$ cat src/rtl/demux_4_32_buf.sv
// demux_4_32_buf: routes a 32-bit word to one of four single-entry output channels.
// Ports: clk/rst (sync, active-high); data_in/select/in_valid/enable -> in_ready (input side);
// data_out_0..3/out_valid <- out_ready (per-channel output side); count_0..3 delivery counters.
// Macro DEMUX_STATS_EN enables the saturating delivery counters; otherwise counts are tied to 0.
module demux_4_32_buf (
  input  logic        clk,
  input  logic        rst,
  input  logic [31:0] data_in,
  input  logic [1:0]  select,
  input  logic        enable,
  input  logic        in_valid,
  output logic        in_ready,
  output logic [31:0] data_out_0,
  output logic [31:0] data_out_1,
  output logic [31:0] data_out_2,
  output logic [31:0] data_out_3,
  output logic [3:0]  out_valid,
  input  logic [3:0]  out_ready,
  output logic [15:0] count_0,
  output logic [15:0] count_1,
  output logic [15:0] count_2,
  output logic [15:0] count_3
);
  logic [31:0] r_data [4];
  logic [3:0]  r_valid;
  logic [3:0]  w_dlv;
  logic        w_acc;
  // a FULL channel can still accept when its consumer drains it in the same cycle
  always_comb begin
    in_ready = ~rst & enable & (~r_valid[select] | out_ready[select]);
    w_acc    = in_valid & in_ready;
    w_dlv    = r_valid & out_ready;
  end
  always_ff @(posedge clk)
    if (rst) begin
      r_valid <= '0;
      for (int n = 0; n < 4; n++) r_data[n] <= '0;
    end else
      for (int n = 0; n < 4; n++)
        if (w_acc && select == 2'(n)) begin
          r_data[n]  <= data_in;
          r_valid[n] <= 1'b1;
        end else if (w_dlv[n])
          r_valid[n] <= 1'b0;
  assign out_valid  = r_valid;
  assign data_out_0 = r_data[0];
  assign data_out_1 = r_data[1];
  assign data_out_2 = r_data[2];
  assign data_out_3 = r_data[3];
`ifdef DEMUX_STATS_EN
  logic [15:0] r_cnt [4];
  always_ff @(posedge clk)
    for (int n = 0; n < 4; n++)
      if (rst) r_cnt[n] <= '0;
      else if (w_dlv[n] && r_cnt[n] != 16'hFFFF) r_cnt[n] <= r_cnt[n] + 16'd1;
  assign count_0 = r_cnt[0];
  assign count_1 = r_cnt[1];
  assign count_2 = r_cnt[2];
  assign count_3 = r_cnt[3];
`else
  assign count_0 = '0;
  assign count_1 = '0;
  assign count_2 = '0;
  assign count_3 = '0;
`endif
endmodule

$ cat config.mk
export PLATFORM = sky130hd
export DESIGN_NAME = demux_4_32_buf
export DESIGN_NICKNAME = d
export VERILOG_FILES = /design/src/rtl/demux_4_32_buf.sv
export SDC_FILE = /design/constraint.sdc
export NUM_CORES = 1
export LEC_CHECK = 0
export CAP_MARGIN = 5
export CORE_MARGIN = 2
export CORE_UTILIZATION = 45
export DETAILED_ROUTE_END_ITERATION = 8
export GPL_ROUTABILITY_DRIVEN = 1
export PLACE_DENSITY = 0.95
export REMOVE_ABC_BUFFERS = 1
export SLEW_MARGIN = 30
export SYNTH_ARGS = -nofsm -noshare
export SYNTH_HDL_FRONTEND = slang
export SYNTH_SLANG_ARGS = --single-unit
$ cat constraint.sdc
create_clock -name clk -period 3.9 [get_ports clk]
set_input_delay 0.585 -clock clk [delete_from_list [all_inputs] [get_ports clk]]
set_output_delay 0.585 -clock clk [all_outputs]
set_load 0.01 [all_outputs]
Word-level counts from Yosys, hierarchy flattened
Memory sizes are Yosys's and may differ from the RTL's.
Cells that the tools add are included.
Word-level totals
  output and inout bits: 197
  bits in writable memories: 128
  register bits: 4
  memories: 1
  logic and storage cells: 59
  bits of input ports: 42
Cells by class
  bitwise gates (word level): 11
  reductions and logical operators: 9
  eq/ne operators: 3
  mux-type cells: 30
  $lt $le $gt $ge: 1
Memory list
  r_data: words 4, width 32, rd ports 4, clocked after Yosys merged registers in 0, wr ports 4, RTL line 24  | logic [31:0] r_data [4];
Operators with widths (count)
  2-to-1 mux 32 bit: 4
  2-to-1 mux 1 bit: 24
  nonzero test 2 bit: 4
  OR 1 bit: 5
  AND 4 bit: 1
  binary-select mux 1 bit (select 2 bit): 2
  equality test 2 bit, second input constant: 2
  logical AND 1 bit: 4
  AND 1 bit: 3
  < comparator 2 x 3 -> 1 bit, second input constant: 1
  equality test 2 x 1 -> 1 bit, second input constant: 1
  zero test 2 bit: 1
  NOT 1 bit: 2

Logic depth before layout (Yosys ltp)
  depth after elaboration: 11
  depth in mapped cells: 5
  depth with buffers taken out: 3

Worst setup path before layout
OpenSTA, ideal clock, no wires.
  path kind: input port to flip-flop
  start: input port select[1]
  end: memory r_data[3][0] (enable)
  arrival time: 2.418 ns
  stages on the path: 3
  setup slack: 1.054 ns
  setup time: 0.428 ns
  data required time: 3.472 ns
  buffers on the path: 1
  cell sequence: buf_4 > nand3_1 > o21bai_1
RTL lines
  start: declaration: RTL line 9  | input logic [1:0] select,
  end: declaration: RTL line 24

Worst setup path after layout
  start: input port rst
  end: output port in_ready
On the way
  longest elaborated chain between the ends: 3
RTL lines
  start: declaration: RTL line 7  | input logic rst,
  NOT 1 bit: RTL line 30  | in_ready = ~rst & enable & (~r_valid[select] | out_ready[select]);
  AND 1 bit (2 in series): RTL line 30
  end: declaration: RTL line 12  | output logic in_ready,
Every way passes these cells.

==> PnR_summary.wiki <==
{| class="wikitable"
! Metric !! Value
|-
| Static power due to leakage || 2.80 nW
|-
| Worst R2R Start || out_valid[2]
|-
| Count of boundary I/O pins || 239
|-
| Portion of synthesized cell area occupied by the leading cell type || 70.5%
|-
| Final Power || 3.85 mW
|-
| Combinational share of power || 10.7%
|-
| Clock buffer depth || 2
|-
| Post-CTS Repair Setup Buffers || 0
|-
| Clock share of power || 45.7%
|-
| Family with the most delay on the worst path || buffers and inverters
|-
| Number of buffer and inverter stages on the critical path || 2
|-
| Seq/Total Area, Yosys || 71.9%
|-
| Final setup violation count || 0
|-
| Minimum period implied by the final worst setup slack || 3090 ps
|-
| Post-detailed-routing wire length || 13.3 mm
|-
| Vias in the first global route || 3,534
|-
| Clock network latency to the later pin of the worst-skew pair || 400 ps
|-
| Post-Syn Area || 5450 um^2
|-
| Core area || 11,900 um^2
|-
| Antenna cell count || 0
|-
| Largest stage delay on the critical path || 620 ps
|-
| H-tree depth || 4
|-
| X dimension of the die || 114 um
|-
| Clock transition at the register clock pins on the worst setup and hold paths after CTS || 50 ps
|-
| Antenna Nets Post-Route || 0
|-
| Total iterations of the first detailed-routing run || 5
|-
| Highest fanout seen on the critical path || 9
|-
| Startpoint type of the worst setup path || input pin
|-
| Endpoint of the lowest-slack register-to-register path || r_data[2][7]
|-
| Inserted Clock Buffers || 17
|-
| CTS-repair resized insts || 0
|-
| Result of the run || finished clean
|-
| Overall track demand over capacity in global routing || 20.6%
|-
| Total number of vias || 3,619
|-
| Number of maximum-capacitance violations || 0
|-
| Final #Nets || 624
|-
| Crit path required time || 3310 ps
|-
| Buffer cell driving the clock tree root || sky130_fd_sc_hd__clkbuf_16
|-
| Synth unique cells || 27
|-
| TritonCTS clock tree || yes
|-
| Final Hold Slack || 661 ps
|-
| Hold Path Stages || 2
|-
| Switching share of power || 21.1%
|-
| Hold buffer count at cts || 0
|-
| Hold Path End || out_valid[3]
|-
| Period utilisation layout || 79.1%
|-
| Least-Margin Pin Slew || 838 ps
|-
| Syn. warnings || 0
|-
| Highest ir drop seen on vdd || 292 uV
|-
| Internal Power || 3.04 mW
|-
| Worst slack at placement || 855 ps
|-
| Worst setup skew after layout || 6.00 ps
|-
| Wire length of the first global-routing pass || 19.7 mm
|-
| Highest attainable clock frequency || 324 MHz
|-
| Power density over the cells || 503 nW/um^2
|-
| DRC violation count after routing || 0
|-
| Die Outline Area || 13,000 um^2
|-
| Sw Pwr || 0.812 mW
|-
| RSZ-0062 raised after global routing || no
|-
| Dominant cell type by area after synthesis || sky130_fd_sc_hd__edfxtp_1
|-
| Register bit total from synthesis || 132
|-
| Die Y-Extent || 114 um
|-
| Global route total overflow || 0
|-
| Final worst-path setup slack || 815 ps
|-
| Worst path most repeated cell || sky130_fd_sc_hd__clkdlybuf4s50_1
|-
| Worst max-slew margin expressed relative to the limit || 44.1%
|-
| Placer congestion estimate || 0.760
|-
| Per-instance average area after synthesis || 13.4 um^2
|-
| Hold wc startpoint || out_valid[3]
|-
| Cell Rows || 40
|-
| Fraction of layout instances using a drive strength above 1 || 7.39%
|-
| Sequential cell fraction of total power || 43.6%
|-
| Max Slew Vio Count || 0
|-
| Layout area overhead || 40.5%
|-
| Worst-case reg-to-reg path depth || 2
|-
| Largest net degree at the start of global routing || 33
|-
| Number of antenna violations at the first check in global routing || 0
|-
| Number of port buffers || 174
|-
| Crit-path cells || clkdlybuf4s50_1 -> nor2b_4 -> o311ai_0 -> a21oi_1 -> clkdlybuf4s50_1
|-
| Clock Sinks || 132
|-
| Path category of the worst min-delay check || flip-flop to flip-flop
|-
| Post-Synthesis Cells || 407
|-
| Number of cells on the critical path || 5
|-
| Arrival time at the worst endpoint || 2500 ps
|-
| Internal reg-to-reg setup slack || 2290 ps
|-
| Initial drt markers || 279
|-
| Routed wirelength normalized by instance count || 17.9 um
|-
| Initial core utilization || 45.8%
|-
| Biggest area contributors in the synthesized netlist || sky130_fd_sc_hd__edfxtp_1 (70%), sky130_fd_sc_hd__buf_4 (9.1%), sky130_fd_sc_hd__nor2_1 (8.8%), sky130_fd_sc_hd__buf_6 (2.7%), sky130_fd_sc_hd__nand2_1 (2.4%)
|-
| Total half-perimeter wirelength after legalization and detailed placement || 8.78 mm
|-
| Crit end category || output pin
|-
| Hold Vio Cnt, Final || 0
|-
| Number of fillers in the final layout || 856
|-
| Post-detailed-route via-to-cell ratio || 4.88
|-
| Sum of negative setup slack || 0 ps
|-
| Class of the most critical setup path || input pin to output pin
|-
| Critical-path cell with the highest stage delay || sky130_fd_sc_hd__clkdlybuf4s50_1
|}
-- layer usage --
layer  global-route usage, %  part of all wire [%]
met1                    23.4                    36
met2                    36.2                    53
met3                    5.98                   8.3
met4                    8.86                   2.5
met5                       0                     0
-- worst register-to-register path, delay by kind of cell, from the launching register on --
kind,cells,cell delay (ps)
AO/OA/AOI/OAI,1,720
flip-flops,1,320
AND/OR/NAND/NOR,1,180
-- cells by family (layout without fill, tap and decap cells) --
kind of cell | count (synthesis) | count (layout) | share of synthesized area [%]
AOI/OAI and AO/OA | 10 | 10 | 1.28
muxes | 1 | 1 | 0.184
and+or+nand+nor | 179 | 179 | 14.4
buffers and inverters | 84 | 209 | 12.1
DFF | 132 | 132 | 71.9
other | 1 | 64 | 0.0688
-- synthesized netlist by cell type (all sizes together) --
library cell and instances:
nand4 3, o21a 1, buf 80, a21oi 4, o21bai 1, nand3 2, nor2 131, clkbuf 3
nand4bb 1, nand2b 4, mux2i 1, dfxtp 4, nand2 35, nand4b 1, conb 1, a31o 2
nor2b 1, o311ai 1, and3b 1, a21o 1, edfxtp 128, inv 1
-- area by class of cell --
| cell class | count | area, um^2 | share of cell area, % |
|---|---|---|---|
| inverter | 1 | 3.75 | 0.0490 |
| multi-input combinational | 254 | 1130 | 14.8 |
| sequential | 132 | 3920 | 51.2 |
| clock inverter | 15 | 235 | 3.07 |
| tap | 147 | 184 | 2.40 |
| timing repair buffer | 176 | 1760 | 22.9 |
| clock buffer | 17 | 425 | 5.55 |
-- flip-flops by register name (all words and copies together) (netlist names) --
| register | cells |
|---|---|
| r_data | 128 |
| out_valid | 4 |
-- power groups by stage --
stage	logic (mW)	clock network (mW)	registers, mW
floorplan	0.0910	0	1.75
global placement	0.399	0	1.70
detailed placement	0.410	0	1.71
CTS	0.412	1.78	1.68
global route	0.436	1.85	1.69
finish	0.412	1.76	1.68
-- cell usage in the layout, fill, tap and decap left out, types with 2 or more instances in the layout --
master and instances:
sky130_fd_sc_hd__clkdlybuf4s50_1 174, sky130_fd_sc_hd__clkbuf_16 17, sky130_fd_sc_hd__bufinv_16 6, sky130_fd_sc_hd__clkinv_1 2
sky130_fd_sc_hd__nand2_1 35, sky130_fd_sc_hd__dfxtp_1 4, sky130_fd_sc_hd__nand4_4 2, sky130_fd_sc_hd__edfxtp_1 128
sky130_fd_sc_hd__conb_1 64, sky130_fd_sc_hd__buf_4 2, sky130_fd_sc_hd__nand2b_1 4, sky130_fd_sc_hd__clkinvlp_4 2
sky130_fd_sc_hd__nor2_2 3, sky130_fd_sc_hd__a21oi_1 4, sky130_fd_sc_hd__nor2_1 128, sky130_fd_sc_hd__a31o_4 2
sky130_fd_sc_hd__clkinv_2 3
-- worst max path at each step --
stage,from,endpoint
final,rst,in_ready
after global routing,select[0],in_ready
after CTS,rst,in_ready
after detailed placement,rst,in_ready
after global placement,select[0],in_ready
after floorplan,out_ready[3],r_data[3][0]
-- through the flow --
stage / instance area [um^2] / util (%) / std cells
final: 7660 / 64.3 / 742
after detailed placement: 6980 / 58.6 / 710
after floorplan: 5030 / - / 387
after global routing: 7660 / 64.3 / 742
after CTS: 7640 / 64.2 / 742
after global placement: 6980 / 58.6 / 710
Note: power is estimated with default switching activity, not from simulation.
